### config.mk
export PLATFORM = sky130hd
export DESIGN_NAME = spi_master_tx
export DESIGN_NICKNAME = d
export VERILOG_FILES = /design/src/rtl/spi_master_tx.sv
export SDC_FILE = /design/constraint.sdc
export NUM_CORES = 1
export LEC_CHECK = 0
export BUFFER_PORTS_ARGS = -buffer_cell sky130_fd_sc_hd__buf_2
export CORE_MARGIN = 1.5
export CORE_UTILIZATION = 35
export CTS_CLUSTER_DIAMETER = 150
export DETAILED_ROUTE_END_ITERATION = 7
export HOLD_SLACK_MARGIN = 0.1
export PLACE_DENSITY = 0.61
export SKIP_LAST_GASP = 1
export SLEW_MARGIN = 15
export SYNTH_ARGS = -nofsm -noshare
export SYNTH_HDL_FRONTEND = slang
export SYNTH_SLANG_ARGS = --single-unit
### constraint.sdc
create_clock -name clock -period 2.2 [get_ports clock]
set_clock_uncertainty 0.05 [all_clocks]
set_input_delay 0.11 -clock clock [delete_from_list [all_inputs] [get_ports clock]]
set_output_delay 0.11 -clock clock [all_outputs]
set_load 0.02 [all_outputs]
### src/rtl/spi_master_tx.sv
// Mode-0 SPI master: sends one DATA_WIDTH-bit frame per accepted start, MSB first,
// and captures miso through a 2-flop synchroniser into rx_data.
`timescale 1ns/1ps
module spi_master_tx #(
  parameter int DATA_WIDTH  = 32,
  parameter int HALF_PERIOD = 4,
  parameter int CS_SETUP    = 4,
  parameter int CS_HOLD     = 4,
  parameter int CS_IDLE     = 4
) (
  input  logic                  clock,
  input  logic                  reset,
  input  logic                  start,
  input  logic [DATA_WIDTH-1:0] tx_data,
  output logic                  busy,
  output logic                  done,
  output logic [DATA_WIDTH-1:0] rx_data,
  output logic                  sclk,
  output logic                  mosi,
  output logic                  ss_n,
  input  logic                  miso
);

  localparam int MAX_AB  = (HALF_PERIOD > CS_SETUP) ? HALF_PERIOD : CS_SETUP;
  localparam int MAX_CD  = (CS_HOLD > CS_IDLE) ? CS_HOLD : CS_IDLE;
  localparam int MAX_CNT = (MAX_AB > MAX_CD) ? MAX_AB : MAX_CD;
  localparam int CNT_W   = $clog2(MAX_CNT + 1);
  localparam int BIT_W   = $clog2(DATA_WIDTH);

  localparam logic [CNT_W-1:0] HALF_LAST  = CNT_W'(HALF_PERIOD - 1);
  localparam logic [CNT_W-1:0] SETUP_LAST = CNT_W'(CS_SETUP - 1);
  localparam logic [CNT_W-1:0] HOLD_LAST  = CNT_W'(CS_HOLD - 1);
  localparam logic [CNT_W-1:0] IDLE_LAST  = CNT_W'(CS_IDLE - 1);
  localparam logic [BIT_W-1:0] BIT_LAST   = BIT_W'(DATA_WIDTH - 1);

  typedef enum logic [2:0] {IDLE, SETUP, SHIFT, HOLD, GAP} state_t;

  state_t                  state_reg, state_next;
  logic [CNT_W-1:0]        cnt_reg, cnt_next;
  logic [BIT_W-1:0]        bit_reg, bit_next;
  logic [DATA_WIDTH-1:0]   tx_shift_reg, tx_shift_next;
  logic [DATA_WIDTH-1:0]   rx_shift_reg, rx_shift_next;
  logic [DATA_WIDTH-1:0]   rx_data_reg, rx_data_next;
  logic                    sclk_reg, sclk_next;
  logic                    mosi_reg, mosi_next;
  logic                    ss_n_reg, ss_n_next;
  logic                    busy_reg, busy_next;
  logic                    done_reg, done_next;
  logic [1:0]              sync_reg;
  logic                    miso_sync;

  assign miso_sync = sync_reg[1];

  always_ff @(posedge clock) begin
    if (reset) begin
      sync_reg <= 2'b00;
    end else begin
      sync_reg <= {sync_reg[0], miso};
    end
  end

  always_ff @(posedge clock) begin
    if (reset) begin
      state_reg    <= IDLE;
      cnt_reg      <= '0;
      bit_reg      <= '0;
      tx_shift_reg <= '0;
      rx_shift_reg <= '0;
      rx_data_reg  <= '0;
      sclk_reg     <= 1'b0;
      mosi_reg     <= 1'b0;
      ss_n_reg     <= 1'b1;
      busy_reg     <= 1'b0;
      done_reg     <= 1'b0;
    end else begin
      state_reg    <= state_next;
      cnt_reg      <= cnt_next;
      bit_reg      <= bit_next;
      tx_shift_reg <= tx_shift_next;
      rx_shift_reg <= rx_shift_next;
      rx_data_reg  <= rx_data_next;
      sclk_reg     <= sclk_next;
      mosi_reg     <= mosi_next;
      ss_n_reg     <= ss_n_next;
      busy_reg     <= busy_next;
      done_reg     <= done_next;
    end
  end

  always_comb begin
    state_next    = state_reg;
    cnt_next      = cnt_reg + CNT_W'(1);
    bit_next      = bit_reg;
    tx_shift_next = tx_shift_reg;
    rx_shift_next = rx_shift_reg;
    rx_data_next  = rx_data_reg;
    sclk_next     = sclk_reg;
    mosi_next     = mosi_reg;
    ss_n_next     = ss_n_reg;
    busy_next     = busy_reg;
    done_next     = 1'b0;

    case (state_reg)
      IDLE: begin
        cnt_next = '0;
        if (start) begin
          tx_shift_next = tx_data;
          mosi_next     = tx_data[DATA_WIDTH-1];
          ss_n_next     = 1'b0;
          busy_next     = 1'b1;
          state_next    = SETUP;
        end
      end
      SETUP: begin
        if (cnt_reg == SETUP_LAST) begin
          cnt_next   = '0;
          bit_next   = '0;
          state_next = SHIFT;
        end
      end
      SHIFT: begin
        // Each sclk half-period spans HALF_PERIOD clocks; the phase starts low.
        if (cnt_reg == HALF_LAST) begin
          cnt_next  = '0;
          sclk_next = ~sclk_reg;
          if (!sclk_reg) begin
            rx_shift_next = {rx_shift_reg[DATA_WIDTH-2:0], miso_sync};
          end else if (bit_reg == BIT_LAST) begin
            mosi_next  = 1'b0;
            bit_next   = '0;
            state_next = HOLD;
          end else begin
            tx_shift_next = {tx_shift_reg[DATA_WIDTH-2:0], 1'b0};
            mosi_next     = tx_shift_reg[DATA_WIDTH-2];
            bit_next      = bit_reg + BIT_W'(1);
          end
        end
      end
      HOLD: begin
        if (cnt_reg == HOLD_LAST) begin
          cnt_next     = '0;
          ss_n_next    = 1'b1;
          rx_data_next = rx_shift_reg;
          done_next    = 1'b1;
          state_next   = GAP;
        end
      end
      GAP: begin
        if (cnt_reg == IDLE_LAST) begin
          cnt_next   = '0;
          busy_next  = 1'b0;
          state_next = IDLE;
        end
      end
      default: begin
        cnt_next   = '0;
        state_next = IDLE;
      end
    endcase
  end

  assign busy    = busy_reg;
  assign done    = done_reg;
  assign rx_data = rx_data_reg;
  assign sclk    = sclk_reg;
  assign mosi    = mosi_reg;
  assign ss_n    = ss_n_reg;

endmodule
==> results of run 1 <==
## path summary, 6_finish.rpt
path | endpoint | slack, ns | cells past startpoint
worst max-delay path | tx_shift_reg[13]$_SDFFE_PP0P_ | 0.11 | 6
worst min-delay path | state_reg[0]$_SDFFE_PP0P_ | 0.11 | 4
worst max register to register | tx_shift_reg[13]$_SDFFE_PP0P_ | 0.11 | 6
worst min register to register | cnt_reg[0]$_SDFF_PP0_ | 0.37 | 1
## report_power, final
part	switching [mW]	internal (mW)
Sequential	0.0327	2.10
Combinational	0.169	0.163
Clock	0.963	1.66
## metrics by stage
stage          power, mW  utilization, %
6_report            5.10            47.1
5_1_grt             5.30            47.1
4_1_cts             5.15            46.9
3_5_place_dp        2.46            40.1
3_3_place_gp        2.45            40.1
2_1_floorplan       2.37               -
## synthesized netlist by cell type, types with 2 or more instances
cell	instances
sky130_fd_sc_hd__o2111ai_1	2
sky130_fd_sc_hd__ha_1	4
sky130_fd_sc_hd__inv_1	5
sky130_fd_sc_hd__o211a_1	2
sky130_fd_sc_hd__nor2_1	40
sky130_fd_sc_hd__and3_1	2
sky130_fd_sc_hd__buf_1	2
sky130_fd_sc_hd__nor2b_1	4
sky130_fd_sc_hd__clkbuf_1	21
sky130_fd_sc_hd__buf_2	8
sky130_fd_sc_hd__mux2i_1	62
sky130_fd_sc_hd__dfxtp_1	113
sky130_fd_sc_hd__nand4_1	2
sky130_fd_sc_hd__a21oi_1	37
sky130_fd_sc_hd__nor3_1	2
sky130_fd_sc_hd__a22o_1	2
sky130_fd_sc_hd__o21bai_1	2
sky130_fd_sc_hd__nor3b_1	3
sky130_fd_sc_hd__nand2_1	100
sky130_fd_sc_hd__nand4bb_1	2
sky130_fd_sc_hd__nand3_1	7
sky130_fd_sc_hd__a221oi_2	30
sky130_fd_sc_hd__buf_4	8
sky130_fd_sc_hd__buf_6	4
sky130_fd_sc_hd__nand4b_1	3
sky130_fd_sc_hd__or4b_1	2
## kinds of logic (layout without fill, tap and decap cells)
family / Yosys count / after routing / synth area share, %
AND/OR/NAND/NOR: 174 / 175 / 16.3
flip-flops: 113 / 113 / 47.6
AO/OA/AOI/OAI: 86 / 86 / 16.5
multiplexers: 62 / 62 / 13.1
buffers and inverters: 48 / 159 / 5.27
adder cells (fa/ha/maj): 4 / 4 / 1.05
XOR/XNOR: 1 / 1 / 0.184
## timing repair
item                       CTS  global route
gates resized for setup      0             2
setup endpoints to repair    0            31
hold endpoints to repair    35             0
hold buffers                34             0
## layout make-up
type | count | area, um^2
clock inverter | 13 | 138
tap | 176 | 220
multi-input combinational | 328 | 2290
inverter | 5 | 18.8
fill | 1278 | 7010
timing repair buffer | 122 | 873
clock buffer | 19 | 433
sequential | 113 | 2260
## layer usage
metal	part of all wire [%]	routed length [um]	vias to the layer above
met5	0	0	-
met4	1.5	155	0
met3	3.3	342	11
met2	49	5160	63
met1	46	4800	1791
li1	-	-	1921
## worst max-delay path, cell delays in order, from the launching register on
cell	delay, ns
sky130_fd_sc_hd__dfxtp_1	0.33
sky130_fd_sc_hd__ha_1	0.22
sky130_fd_sc_hd__and3_1	0.19
sky130_fd_sc_hd__ha_1	0.19
sky130_fd_sc_hd__or3_4	0.37
sky130_fd_sc_hd__or2_4	0.36
sky130_fd_sc_hd__a221oi_2	0.28
==> impl_metrics.yaml, run 1 <==
worst_setup_path:
  timing.critical_path.from_type: "register"
  source_of_the_critical_timing_path: "bit_reg[0]$_SDFFE_PP0P_"
  timing.critical_path.fanout_max: 15
  cp-end-kind: "register"
  worst_ep_required_time_ns: 2.47
  critical_register_to_register_path_startpoint: "bit_reg[0]$_SDFFE_PP0P_"
  crit_type: "register to register"
  arrival_ns: 2.36
hold_path:
  hold_path.startpoint: "start"
  timing.hold.worst.class: "input pin to register"
die:
  die_h_um: 120
  rows: 42
  initial_standard_cell_utilization_of_the_core_pct: 35.9
  chipWidth_um: 120
  floorplan.die_area_um2: 14300
  io_pins: 73
  core_region_area_um2: 13200
yosys:
  synth.net_count: 528
  yosysWarningCount: 0
  synth_area_leader_cell: "sky130_fd_sc_hd__dfxtp_1"
  synth_top_flop_cell: "sky130_fd_sc_hd__dfxtp_1"
  synth-seq-cells: 113
  async_flop_share_pct: 0
  synthDistinctLibCells: 45
  synthesis.area_um2: 4750
  post_synth.cell_area_avg_um2: 9.74
  sequential_to_total_area_share_from_yosys_stat_pct: 47.6
  count_of_flip_flops_with_a_built_in_enable_after_synthesis: 0
  synthDominantCellAreaShare_pct: 47.6
  ys_top_cells_by_area: "sky130_fd_sc_hd__dfxtp_1 48%, sky130_fd_sc_hd__mux2i_1 13%, sky130_fd_sc_hd__a221oi_2 9.5%, sky130_fd_sc_hd__nand2_1 7.9%, sky130_fd_sc_hd__a21oi_1 3.9%"
  synthCells: 488
cells_and_area:
  num_antenna_cells: 0
  layout_commonest_cell: "sky130_fd_sc_hd__dfxtp_1"
  fin_cells: 776
  synthToLayoutAreaGrowth_pct: 31.2
  drive_gt1_share_pct: 26.2
  most-common-layout-cells: "113 x sky130_fd_sc_hd__dfxtp_1, 100 x sky130_fd_sc_hd__nand2_1, 71 x sky130_fd_sc_hd__buf_2, 62 x sky130_fd_sc_hd__mux2i_1, 39 x sky130_fd_sc_hd__nor2_1"
  design_area_um2: 6230
  design.final.nets: 627
placement:
  gpl.final_weighted_congestion: 0.822
  placement.cell_area_um2: 5310
  dp_cells: 709
  place_hpwl_mm: 6.40
  portBuffers: 72
  placement.setup.worst_slack_ns: 0.0345
clock_network:
  cts_htree_levels: 4
  clk_pin_slew_worst_paths_ns: 0.06
  ctsLongestPathBuffers: 2
  clk_root_buffer_cell: "sky130_fd_sc_hd__clkbuf_16"
  worst_skew_pair.late_latency_ns: 0.41
  cts.repair_timing.setup_buffer_count: 0
  tritoncts_buffer_count: 17
  cts.sink_count: 113
  cts_tree: "yes"
route:
  drt_first_pass_iters: 5
  vias: 3786
  wl_per_cell_um: 13.5
  final_antenna_net_count: 0
  drt_first_iter_violations: 268
  via_per_inst: 4.88
  remaining_drc_errors: 0
  route.final.wire_length_mm: 10.5
timing:
  layout_min_cycle_time_ns: 2.09
  report.final.setup_viol: 0
  timing_worst_slew_pin_value_ns: 0.550
  layout_worst_path_cycle_share_pct: 94.8
  fin_ws_ns: 0.113
  hold_slack_ns: 0.110
  fin_tns_setup_ns: 0
  achievable-frequency_ghz: 0.479
  timing.max_slew.rel_slack_pct: 63.4
  grt_setup_unrepaired: "false"
  hold_viol_final: 0
  finalMaxSlewViolations: 0
run:
  max-cap-violations: 0
power:
  power_density_nw_per_um2: 818
  p_leak_nw: 2.35
  worst_ir_drop_vdd_mv: 0.399
global_routing:
  initial_antenna_violation_count: 0
  grt_total_ovfl: 0
  grt.met2_usage_pct: 24.9
  grt.total_usage_pct: 15.1
  via_count_of_the_first_global_routing_pass: 3711
  grt_busiest_layer: "met2"
  globalRouteMet3Util_pct: 4.47
  grt_max_degree: 39
  global_route_wire_length_before_repair_mm: 17.2
  use_met1_pct: 18.5
outcome:
  outcome: "finished clean"
Note: power is estimated with default switching activity, not from simulation.
==> run 2, diff against run 1 <==
--- a/config.mk
+++ b/config.mk
@@ -10,8 +10,7 @@
 export CORE_UTILIZATION = 35
 export CTS_CLUSTER_DIAMETER = 150
 export DETAILED_ROUTE_END_ITERATION = 7
-export HOLD_SLACK_MARGIN = 0.1
-export PLACE_DENSITY = 0.61
+export PLACE_DENSITY = 0.63
 export SKIP_LAST_GASP = 1
 export SLEW_MARGIN = 15
 export SYNTH_ARGS = -nofsm -noshare
==> impl_metrics.yaml, run 2 (synthesis results as in run 1) <==
global_routing:
  grt_max_degree: 36
  global_route_wire_length_before_repair_mm: 16.9
  via_count_of_the_first_global_routing_pass: 3670
  grt.total_usage_pct: 14.6
  grt_total_ovfl: 0
  initial_antenna_violation_count: 1
power:
  power.combinational.fraction_pct: 5.6
  power_density_nw_per_um2: 869
  design_power_mw: 5.15
  sequentialPowerShare_pct: 41.5
  clock_power_share_pct: 53.0
  power.switching_mw: 1.21
  p_int_mw: 3.94
  worst_ir_drop_vdd_mv: 0.486
  p_leak_nw: 2.23
  power.switching_fraction_pct: 23.5
route:
  route.final.wire_length_mm: 10.3
  remaining_drc_errors: 0
  final_antenna_net_count: 0
  wl_per_cell_um: 13.8
  vias: 3747
  drt_first_pass_iters: 4
  drt_first_iter_violations: 209
  via_per_inst: 5.02
placement:
  portBuffers: 72
  placement.setup.worst_slack_ns: 0.0328
  dp_cells: 709
  gpl.final_weighted_congestion: 0.750
  placement.cell_area_um2: 5280
  place_hpwl_mm: 6.47
worst_setup_path:
  crit_type: "register to register"
  arrival_ns: 2.37
  worst_ep_required_time_ns: 2.47
  timing.critical_path.from_type: "register"
  timing.critical_path.fanout_max: 15
  cp-end-kind: "register"
timing:
  fin_ws_ns: 0.0914
  hold_viol_final: 0
  layout_min_cycle_time_ns: 2.11
  achievable-frequency_ghz: 0.474
  report.final.setup_viol: 0
  timing_worst_slew_pin_value_ns: 0.543
  timing.max_slew.rel_slack_pct: 63.8
  finalMaxSlewViolations: 0
  grt_setup_unrepaired: "false"
  layout_worst_path_cycle_share_pct: 95.8
cells_and_area:
  design_area_um2: 5930
  final_core_util_pct: 44.8
  layout_commonest_cell: "sky130_fd_sc_hd__dfxtp_1"
  n_fill_cell: 1259
  drive_gt1_share_pct: 27.9
  most-common-layout-cells: "113 x sky130_fd_sc_hd__dfxtp_1, 100 x sky130_fd_sc_hd__nand2_1, 71 x sky130_fd_sc_hd__buf_2, 62 x sky130_fd_sc_hd__mux2i_1, 39 x sky130_fd_sc_hd__nor2_1"
  design.final.nets: 597
  synthToLayoutAreaGrowth_pct: 24.9
  fin_cells: 747
clock_network:
  ctsLongestPathBuffers: 2
  clk_root_buffer_cell: "sky130_fd_sc_hd__clkbuf_16"
  clk_pin_slew_worst_paths_ns: 0.05
  worst_skew_pair.late_latency_ns: 0.41
  cts.sink_count: 113
  tritoncts_buffer_count: 17
  cts_tree: "yes"
  cts_htree_levels: 4
die:
  io_pins: 73
  floorplan.die_area_um2: 14300
  core_region_area_um2: 13200
  die_h_um: 120
  initial_standard_cell_utilization_of_the_core_pct: 35.9
  rows: 42
  chipWidth_um: 120
hold_path:
  timing.hold.worst.class: "input pin to register"
run:
  max-cap-violations: 0
outcome:
  outcome: "finished clean"
## run 2: cell types whose count changed in the layout (fill, tap and decap cells not counted), moves of 2 or more
cell                            change
sky130_fd_sc_hd__clkinv_4           +2
sky130_fd_sc_hd__buf_12             -2
sky130_fd_sc_hd__dlygate4sd3_1     -30
sky130_fd_sc_hd__inv_6              +2
sky130_fd_sc_hd__clkbuf_1           -2
sky130_fd_sc_hd__buf_4              +2
sky130_fd_sc_hd__clkinv_2           -2
## run 2: cell type report
class                      count  area, um^2  share of cell area, %
antenna                        1        2.50                 0.0422
clock buffer                  18         439                   7.40
clock inverter                14         155                   2.62
inverter                       5        18.8                  0.316
multi-input combinational    328        2290                   38.5
sequential                   113        2260                   38.1
tap                          176         220                   3.71
timing repair buffer          92         548                   9.24
## run 2: timing repair
action,in CTS,in global routing
setup buffers,0,0
endpoints found under the hold margin,16,0
resized for setup,0,2
hold buffers,4,0
setup endpoints to repair,1,31
cloned,0,1
## run 2: final timing paths
| path | from | end | slack, ns | cells past startpoint |
|---|---|---|---|---|
| worst max-delay path | bit_reg[0]$_SDFFE_PP0P_ | tx_shift_reg[18]$_SDFFE_PP0P_ | 0.09 | 6 |
| worst max register to register | bit_reg[0]$_SDFFE_PP0P_ | tx_shift_reg[18]$_SDFFE_PP0P_ | 0.09 | 6 |
| worst min-delay path | tx_data[10] | tx_shift_reg[10]$_SDFFE_PP0P_ | 0.04 | 3 |
| worst min register to register | cnt_reg[0]$_SDFF_PP0_ | cnt_reg[0]$_SDFF_PP0_ | 0.38 | 1 |
## run 2: worst max-delay path: stages (launching register included)
cell and delay (ns):
sky130_fd_sc_hd__dfxtp_1 0.33, sky130_fd_sc_hd__ha_1 0.24, sky130_fd_sc_hd__and3_1 0.19, sky130_fd_sc_hd__ha_1 0.20, sky130_fd_sc_hd__or3_4 0.37, sky130_fd_sc_hd__or2_4 0.36, sky130_fd_sc_hd__a221oi_2 0.27
## run 2: per-stage QoR
step                hold WS (ns)  TNS [ns]
finish                    0.0357         0
detailed placement         0.295         0
CTS                       0.0200   -0.0227
global route              0.0288         0
floorplan                  0.188         0
global placement           0.298         0
## run 2: power by group through the flow
stage | clock network (mW) | registers [mW] | logic [mW]
finish | 2.73 | 2.14 | 0.287
global route | 2.88 | 2.14 | 0.315
CTS | 2.79 | 2.14 | 0.288
detailed placement | 0 | 2.18 | 0.281
global placement | 0 | 2.18 | 0.274
floorplan | 0 | 2.17 | 0.198
## run 2: routing by layer
layer	track usage [%]	wire (um)
met5	0	0
met1	17.2	4760
met2	24.4	5040
met4	6.32	161
met3	4.61	315
==> run 3, diff against run 2 <==
--- a/config.mk
+++ b/config.mk
@@ -11,6 +11,7 @@
 export CTS_CLUSTER_DIAMETER = 150
 export DETAILED_ROUTE_END_ITERATION = 7
 export PLACE_DENSITY = 0.63
+export RECOVER_POWER = 100
 export SKIP_LAST_GASP = 1
 export SLEW_MARGIN = 15
 export SYNTH_ARGS = -nofsm -noshare
==> impl_metrics.yaml, run 3 (synthesis results as in run 1) <==
outcome:
  outcome: "finished clean"
timing:
  layout_min_cycle_time_ns: 2.12
  finalMaxSlewViolations: 0
  layout_worst_path_cycle_share_pct: 96.6
  timing_worst_slew_pin_value_ns: 1.12
  grt_setup_unrepaired: "false"
  achievable-frequency_ghz: 0.471
  timing.max_slew.rel_slack_pct: 25.2
  fin_tns_setup_ns: 0
  report.final.setup_viol: 0
  hold_viol_final: 0
placement:
  dp_cells: 709
  placement.cell_area_um2: 5280
  gpl.final_weighted_congestion: 0.750
  portBuffers: 72
  place_hpwl_mm: 6.47
route:
  remaining_drc_errors: 0
  vias: 3754
  route.final.wire_length_mm: 10.3
  drt_first_iter_violations: 246
  final_antenna_net_count: 0
  wl_per_cell_um: 13.8
  via_per_inst: 5.03
  drt_first_pass_iters: 6
cells_and_area:
  design.final.nets: 597
  layout_commonest_cell: "sky130_fd_sc_hd__dfxtp_1"
  n_fill_cell: 1302
  most-common-layout-cells: "113 x sky130_fd_sc_hd__dfxtp_1, 100 x sky130_fd_sc_hd__nand2_1, 62 x sky130_fd_sc_hd__mux2i_1, 39 x sky130_fd_sc_hd__nor2_1, 39 x sky130_fd_sc_hd__clkbuf_1"
  drive_gt1_share_pct: 20.2
  synthToLayoutAreaGrowth_pct: 22.7
  design_area_um2: 5830
  fin_cells: 747
die:
  core_region_area_um2: 13200
  rows: 42
  initial_standard_cell_utilization_of_the_core_pct: 35.9
  chipWidth_um: 120
  die_h_um: 120
  floorplan.die_area_um2: 14300
  io_pins: 73
worst_setup_path:
  timing.critical_path.fanout_max: 15
  crit_chain: "ha_1, and3_1, ha_1, or3_4, or2_4, a221oi_1"
  worst_path_most_repeated_cell: "sky130_fd_sc_hd__ha_1"
  cp-end-kind: "register"
  worst_ep_required_time_ns: 2.46
  crit_type: "register to register"
  source_of_the_critical_timing_path: "bit_reg[0]$_SDFFE_PP0P_"
  arrival_ns: 2.39
  timing.critical_path.from_type: "register"
  cp_slowest_cell: "sky130_fd_sc_hd__or3_4"
  critical_register_to_register_path_startpoint: "bit_reg[0]$_SDFFE_PP0P_"
  slowest_delay_ns: 0.37
global_routing:
  grt_max_degree: 36
  grt_total_ovfl: 0
  grt.total_usage_pct: 14.6
  initial_antenna_violation_count: 1
  via_count_of_the_first_global_routing_pass: 3670
  global_route_wire_length_before_repair_mm: 16.9
hold_path:
  timing.hold.worst.class: "input pin to register"
  hold_path.startpoint: "tx_data[8]"
run:
  max-cap-violations: 0
power:
  power_density_nw_per_um2: 882
  worst_ir_drop_vdd_mv: 0.485
  p_leak_nw: 2.05
clock_network:
  cts.sink_count: 113
  cts.repair_timing.setup_buffer_count: 0
  cts_htree_levels: 4
  clk_root_buffer_cell: "sky130_fd_sc_hd__clkbuf_16"
  cts_tree: "yes"
  clk_pin_slew_worst_paths_ns: 0.05
  tritoncts_buffer_count: 17
  worst_skew_pair.late_latency_ns: 0.41
  ctsLongestPathBuffers: 2
-- run 3: changes by cell type in the layout (fill, tap and decap cells not counted), sizes merged --
cell	delta
buf	-44
clkbuf	+44
-- run 3: report_power, final --
part	internal [mW]	total, mW	switching (mW)
clock network	1.71	2.73	1.02
registers	2.10	2.14	0.0332
logic	0.121	0.278	0.157
-- run 3: worst max-delay path: cells and delay by family, from the launching register on --
| kind | cells | cell delay (ns) |
|---|---|---|
| DFF | 1 | 0.33 |
| and+or+nand+nor | 3 | 0.92 |
| AOI/OAI and AO/OA | 1 | 0.29 |
| adders and majority gates | 2 | 0.42 |
-- run 3: per-layer routing --
metal	track usage, %	part of all wire, %	vias up	wire length [um]
li1	-	-	1874	-
met1	17.2	46	1792	4740
met2	24.4	49	71	5020
met3	4.61	3.3	17	342
met4	6.32	2.0	0	203
met5	0	0	-	0
-- run 3: final cells by class --
class                      count  area [um^2]  area share (%)
sequential                   113         2260            38.8
multi-input combinational    328         2260            38.7
timing repair buffer          92          474            8.14
clock buffer                  18          439            7.54
tap                          176          220            3.78
clock inverter                14          155            2.66
inverter                       5         18.8           0.322
antenna                        1         2.50          0.0429
-- run 3: final timing paths --
check / to / slack [ns] / depth (start not counted)
setup / recovery: tx_shift_reg[6]$_SDFFE_PP0P_ / 0.08 / 6
hold / removal: tx_shift_reg[8]$_SDFFE_PP0P_ / 0.01 / 3
setup reg to reg: tx_shift_reg[6]$_SDFFE_PP0P_ / 0.08 / 6
hold reg to reg: cnt_reg[0]$_SDFF_PP0_ / 0.38 / 1
-- run 3: through the flow --
stage	worst slack [ns]	total power [mW]	hold WS [ns]	utilization [%]
CTS	-0.0227	5.21	0.0200	44.7
floorplan	0.210	2.37	0.188	-
global route	0.0177	5.32	0.000620	44.0
detailed placement	0.0328	2.46	0.295	39.9
global placement	0.100	2.45	0.298	39.9
finish	0.0751	5.14	0.0131	44.0
-- run 3: repair_timing --
item | CTS | global route
gates resized for setup | 0 | 2
hold buffers | 4 | 0
setup endpoints to repair | 1 | 31
gates cloned | 0 | 1
endpoints found under the hold margin | 16 | 0
